<file path="src/rtl/data_mem_arb_pkg.sv">
// Shared constants, types and the address legality rule for the data-memory arbiter.
package data_mem_arb_pkg;

  localparam int XLEN      = 64;
  localparam int MEM_WORDS = 128;

  typedef logic port_id_t;

  typedef enum logic {LK_FREE, LK_OWNED} lock_state_e;

  // Word aligned and inside the memory; callers with a non-default depth pass it in.
  function automatic logic addr_legal(input logic [XLEN-1:0] addr,
                                      input int unsigned      words = MEM_WORDS);
    return (addr[2:0] == 3'b000) && (addr < (XLEN'(words) << 3));
  endfunction

endpackage

</file>
<file path="src/rtl/rr_arb2.sv">
// Two-input round-robin grant: on a tie the port that did not win last time is granted.
module rr_arb2
  import data_mem_arb_pkg::*;
(
  input  logic [1:0] req,
  input  port_id_t   last_grant,
  output logic [1:0] gnt
);

  // NOTE: every output of an always_comb gets a default first, so no path can infer a latch.
  always_comb begin
    gnt = req;
    if (req == 2'b11) gnt = last_grant ? 2'b01 : 2'b10;
  end

endmodule

</file>
<file path="src/rtl/data_mem_arbiter.sv">
// Round-robin arbiter sharing the single-port data memory between the LSU (port 0) and the
// loader/debug port (port 1). Define DATA_MEM_ARB_LOCK_EN to compile in the multi-beat lock.
module data_mem_arbiter #(
  parameter int XLEN      = 64,
  parameter int MEM_WORDS = 128,
  parameter int LOCK_MAX  = 16
) (
  input  logic            clk,
  input  logic            rst,
  input  logic            p0_req_valid,
  output logic            p0_req_ready,
  input  logic [XLEN-1:0] p0_req_addr,
  input  logic            p0_req_we,
  input  logic [XLEN-1:0] p0_req_wdata,
`ifdef DATA_MEM_ARB_LOCK_EN
  input  logic            p0_req_lock,
  input  logic            p1_req_lock,
`endif
  output logic            p0_rsp_valid,
  output logic [XLEN-1:0] p0_rsp_data,
  output logic            p0_rsp_err,
  input  logic            p1_req_valid,
  output logic            p1_req_ready,
  input  logic [XLEN-1:0] p1_req_addr,
  input  logic            p1_req_we,
  input  logic [XLEN-1:0] p1_req_wdata,
  output logic            p1_rsp_valid,
  output logic [XLEN-1:0] p1_rsp_data,
  output logic            p1_rsp_err,
  output logic [XLEN-1:0] mem_address,
  output logic [XLEN-1:0] mem_write_data,
  output logic            mem_write_en,
  output logic            mem_read_en,
  input  logic [XLEN-1:0] mem_read_data
);
  import data_mem_arb_pkg::*;

  if (LOCK_MAX < 1) begin : g_lock_max_check
    $error("LOCK_MAX must be at least 1");
  end

  port_id_t        last_grant;
  port_id_t        sel;
  logic [1:0]      req_vec;
  logic [1:0]      gnt;
  logic            hs;
  logic            legal;
  logic [XLEN-1:0] sel_addr;
  logic [XLEN-1:0] sel_wdata;
  logic            sel_we;
  logic [1:0]      rsp_valid;
  logic [XLEN-1:0] rsp_data;
  logic            rsp_err;

  rr_arb2 u_rr_arb2 (
    .req        (req_vec),
    .last_grant (last_grant),
    .gnt        (gnt)
  );

  // Gating with rst keeps every output low during reset and aborts any in-flight beat.
  assign hs        = (|gnt) && !rst;
  assign sel       = gnt[1];
  assign sel_addr  = sel ? p1_req_addr  : p0_req_addr;
  assign sel_wdata = sel ? p1_req_wdata : p0_req_wdata;
  assign sel_we    = sel ? p1_req_we    : p0_req_we;
  assign legal     = addr_legal(sel_addr, MEM_WORDS);

  assign p0_req_ready = hs && !sel;
  assign p1_req_ready = hs && sel;

  always_comb begin
    mem_address    = '0;
    mem_write_data = '0;
    mem_write_en   = 1'b0;
    mem_read_en    = 1'b0;
    if (hs && legal) begin
      mem_address    = sel_addr;
      mem_write_data = sel_wdata;
      mem_write_en   = sel_we;
      mem_read_en    = !sel_we;
    end
  end

  // NOTE: sequential state uses non-blocking assignments so every register samples pre-edge values.
  always_ff @(posedge clk or posedge rst) begin
    if (rst) begin
      last_grant <= 1'b1;
      rsp_valid  <= '0;
      rsp_data   <= '0;
      rsp_err    <= 1'b0;
    end else begin
      rsp_valid <= {hs && sel, hs && !sel};
      if (hs) begin
        last_grant <= sel;
        rsp_data   <= (legal && !sel_we) ? mem_read_data : '0;
        rsp_err    <= !legal;
      end
    end
  end

  assign p0_rsp_valid = rsp_valid[0];
  assign p0_rsp_data  = rsp_valid[0] ? rsp_data : '0;
  assign p0_rsp_err   = rsp_valid[0] && rsp_err;
  assign p1_rsp_valid = rsp_valid[1];
  assign p1_rsp_data  = rsp_valid[1] ? rsp_data : '0;
  assign p1_rsp_err   = rsp_valid[1] && rsp_err;

`ifdef DATA_MEM_ARB_LOCK_EN
  localparam int CNT_W = $clog2(LOCK_MAX + 1);

  lock_state_e      lk_state, lk_state_nxt;
  port_id_t         owner, owner_nxt;
  logic [CNT_W-1:0] beats, beats_nxt;
  logic             sel_lock;

  assign sel_lock = sel ? p1_req_lock : p0_req_lock;

  always_ff @(posedge clk or posedge rst) begin
    if (rst) begin
      lk_state <= LK_FREE;
      owner    <= 1'b0;
      beats    <= '0;
    end else begin
      lk_state <= lk_state_nxt;
      owner    <= owner_nxt;
      beats    <= beats_nxt;
    end
  end

  // The locking beat counts as the first owned beat; beat LOCK_MAX always releases.
  always_comb begin
    lk_state_nxt = lk_state;
    owner_nxt    = owner;
    beats_nxt    = beats;
    if (hs) begin
      if (sel_lock && (int'(beats) + 1 < LOCK_MAX)) begin
        lk_state_nxt = LK_OWNED;
        owner_nxt    = sel;
        beats_nxt    = beats + CNT_W'(1);
      end else begin
        lk_state_nxt = LK_FREE;
        owner_nxt    = 1'b0;
        beats_nxt    = '0;
      end
    end
  end

  // An owned lock hides the other port even while the owner is idle.
  always_comb begin
    req_vec = {p1_req_valid, p0_req_valid};
    if (lk_state == LK_OWNED) begin
      if (owner) req_vec[0] = 1'b0;
      else       req_vec[1] = 1'b0;
    end
  end
`else
  assign req_vec = {p1_req_valid, p0_req_valid};
`endif

endmodule

</file>
<file path="config.mk">
export PLATFORM = sky130hd
export DESIGN_NAME = data_mem_arbiter
export DESIGN_NICKNAME = d
export VERILOG_FILES = /design/src/rtl/data_mem_arb_pkg.sv /design/src/rtl/rr_arb2.sv /design/src/rtl/data_mem_arbiter.sv
export SDC_FILE = /design/constraint.sdc
export NUM_CORES = 1
export LEC_CHECK = 0
export BUFFER_PORTS_ARGS = -buffer_cell sky130_fd_sc_hd__buf_2
export CORE_AREA = 2 2 227 229
export CTS_CLUSTER_SIZE = 12
export DETAILED_ROUTE_END_ITERATION = 12
export DIE_AREA = 0 0 229 231
export SLEW_MARGIN = 30
export SYNTH_ARGS = -nofsm -noshare
export SYNTH_HDL_FRONTEND = slang
export SYNTH_SLANG_ARGS = --single-unit
</file>
<file path="constraint.sdc">
create_clock -name clk -period 3.5 [get_ports clk]
set_input_delay 0.525 -clock clk [delete_from_list [all_inputs] [get_ports clk]]
set_output_delay 0.525 -clock clk [all_outputs]
set_load 0.02 [all_outputs]
</file>
==> results.json <==
{
  "drc": 0,
  "worst_pin_slew_ns": 0.800,
  "grt_pass1_wl_um": 48100,
  "clockPowerShare_pct": 45.4,
  "cp_common_cell": "nand4_1",
  "die_y_um": 231,
  "cp.required_ns": 2.97,
  "synthAdderAreaFrac_pct": 0,
  "drt_wl_total_um": 34700,
  "clock_path_buffers": 2,
  "synth-seq-cells": 68,
  "ir_drop_mv": 0.216,
  "synth_top_area_share_pct": 30.6,
  "dp_hpwl_um": 28400,
  "cpMaxStageDelayCell": "dfstp_2",
  "seq_power_share_pct": 34.4,
  "hold_ws_ns": 0.343,
  "syn_inst": 796,
  "multiInputGateArea_um2": 3320,
  "skew_ns": 0.00766,
  "rr_endpoint": "rsp_data[59]",
  "cts_sinks": 68,
  "ctsHoldBuffers": 0,
  "root_buffer": "clkbuf_16",
  "fin_nets": 1607,
  "fill_cells": 5920,
  "power.density_nw_per_um2": 260,
  "worst_setup_path_end_kind": "primary output",
  "vias": 7376,
  "io_buffer_count": 532,
  "cts.reportedPaths.clkPinSlew_ns": 0.06,
  "rsz0062_at_grt": "false",
  "startpoint_type": "flop",
  "layout-area-overhead-vs-synth_pct": 66.4,
  "synth_most_common_cell": "nand2_1",
  "status": "complete, no violations",
  "drt_pass1_iterations": 5,
  "leakage_nw": 4.83,
  "slew-limit-headroom_pct": 46.7,
  "met3_length_um": 2710,
  "reg2reg_slack_ns": 1.11,
  "max_freq_mhz": 304,
  "synthSimpleGateAreaFrac_pct": 41.3,
  "pwr-share-comb_pct": 20.1,
  "synth_top_family_by_area": "simple AND/OR/NAND/NOR gates",
  "reg2reg_depth": 6,
  "swShare_pct": 29.2,
  "yosys.area_share.xor_xnor_pct": 0,
  "synth_cell_types": 25,
  "drt_iter0_drc": 380,
  "routed_via_density": 3.75,
  "synth.avg_cell_area_um2": 6.88,
  "drive_above_1_share_pct": 45.3,
  "r2r-start": "last_grant",
  "antenna_left": 0,
  "rows": 83,
  "ioPinCount": 590,
  "async_flop_share_pct": 100,
  "path_cells": "a21bo_4, nand4_1, a211oi_2, nand4_1, buf_12, a21oi_1, buf_2",
  "h-tree-depth": 3,
  "cts_tree": "built",
  "crit_path_max_incr_delay_ns": 0.59,
  "grt_overflow": 0,
  "ys.flop_type": "dfrtp_1",
  "synth_compound_area_share_pct": 13.6,
  "final-max-slew-violation-count": 0,
  "hold_path_class": "in2async",
  "dieArea_um2": 52900,
  "final_hold_viol_count": 0,
  "synthTopCellsByArea": "dfrtp_1 31%, and2_1 15%, nand2_1 14%",
  "cap_violations": 0,
  "setup_viol": 0,
  "arrival_ns": 2.76,
  "clk-insertion-delay-late_ns": 0.34,
  "critPathBufInv": 2,
  "netlist_area_um2": 5470,
  "ys_warn_count": 0,
  "antenna_found_initial": 22,
  "dieWidth_um": 229,
  "utilization_pct": 18.0,
  "gp_congestion": 0.935,
  "synthMuxAreaShare_pct": 0.366,
  "grt_util_all_layers_pct": 12.5,
  "wl_met2_um": 17100,
  "cts_buffers": 9,
  "fin_crit_sh_pct": 93.9,
  "p_sw_mw": 0.692,
  "coreArea_um2": 50700,
  "synth.yosys.seq_area_share_pct": 31.1,
  "seqCellArea_um2": 1710,
  "synthTopCellsByCount": "210 x nand2_1, 130 x and2_1, 73 x nand4_1",
  "cp_top_family": "compound AO/OA/AOI/OAI gates",
  "fin_crit_ns": 3.29,
  "synth-edff-count": 0,
  "path_max_fanout": 74,
  "yosys.area.top_type": "dfrtp_1",
  "top_layer_used": "met5",
  "p_int_mw": 1.67,
  "wl_met1_um": 14400,
  "grt_max_degree": 75,
  "wl_per_cell_um": 17.6,
  "initial_core_util_pct": 10.8,
  "crit_type": "reg2out",
  "grt_pass1_vias": 6690
}
## final cells by class
type | instances | share of cell area, %
Clock inverter | 7 | 1.36
Tap cell | 680 | 9.34
Inverter | 4 | 0.179
Sequential cell | 68 | 18.8
Multi-Input combinational cell | 650 | 36.5
Clock buffer | 9 | 2.47
Antenna cell | 3 | 0.0824
Timing Repair Buffer | 548 | 31.3
## routing by layer
layer  track usage (%)  up-vias
li1                  -     3542
met1              15.6     3346
met2              22.1      433
met3              3.10       47
met4              2.11        8
met5                 0        -
## placed cells by master, fill, tap and decap left out, types with 2 or more instances in the layout
cell and count:
a21oi_1 65, a21oi_2 6, and2_1 130, buf_12 4
buf_2 532, buf_4 11, bufinv_16 3, clkbuf_16 9
clkinv_4 2, conb_1 57, dfrtp_1 65, dfrtp_4 2
diode_2 3, inv_1 3, mux2i_4 2, nand2_1 208
nand2_2 2, nand4_1 73, nor2_1 5, nor3_1 5
nor4_1 24, o21ai_0 64
## metrics by stage
stage	cells	worst slack [ns]	power [mW]	area, um2	setup TNS (ns)
3_3_place_gp	1947	-0.0774	1.31	8680	-0.109
4_1_cts	1966	0.0115	2.42	9070	0
2_1_floorplan	852	0.405	1.07	5680	0
6_report	1969	0.212	2.37	9110	0
3_5_place_dp	1948	-0.0743	1.31	8700	-0.132
5_1_grt	1967	0.0407	2.49	9100	0
## tightest hold or removal path, cell delays in order
cell,delay [ns]
buf_2,0.16
clkinv_2,0.08
buf_4,0.32
## kinds of logic after synthesis
logic type / after synthesis
AO/OA/AOI/OAI: 143
flip-flops: 68
AND/OR/NAND/NOR: 448
buffers and inverters: 134
other: 1
multiplexers: 2
## worst max path at each step
stage / endpoint / start / depth (start not counted) / slack (ns)
after detailed placement: mem_write_data[48] / p0_req_valid / 8 / -0.07
final: mem_write_data[34] / last_grant / 7 / 0.21
after global routing: mem_write_data[34] / last_grant / 7 / 0.04
after global placement: mem_write_data[48] / p1_req_valid / 8 / -0.08
after CTS: mem_write_data[57] / last_grant / 8 / 0.01
after floorplan: rsp_data[0] / rst / 6 / 0.40
## power groups by stage
stage	logic [mW]	clock network [mW]	registers [mW]
floorplan	0.263	0	0.808
global placement	0.477	0	0.831
detailed placement	0.479	0	0.831
CTS	0.486	1.11	0.817
global route	0.528	1.15	0.820
finish	0.477	1.07	0.815
## timing repair
action,4_1_cts,5_1_grt
hold endpoints to repair,0,0
pin swaps,1,0
gates cloned,0,0
setup buffers,2,0
resized for setup,1,6
endpoints found under the setup margin,71,7
## flip-flops by register name, indices dropped and copies added, names as in the netlist
register and count:
rsp_data 64, rsp_valid 2, last_grant 1, rsp_err 1
Power figures use the tool's default switching activity.
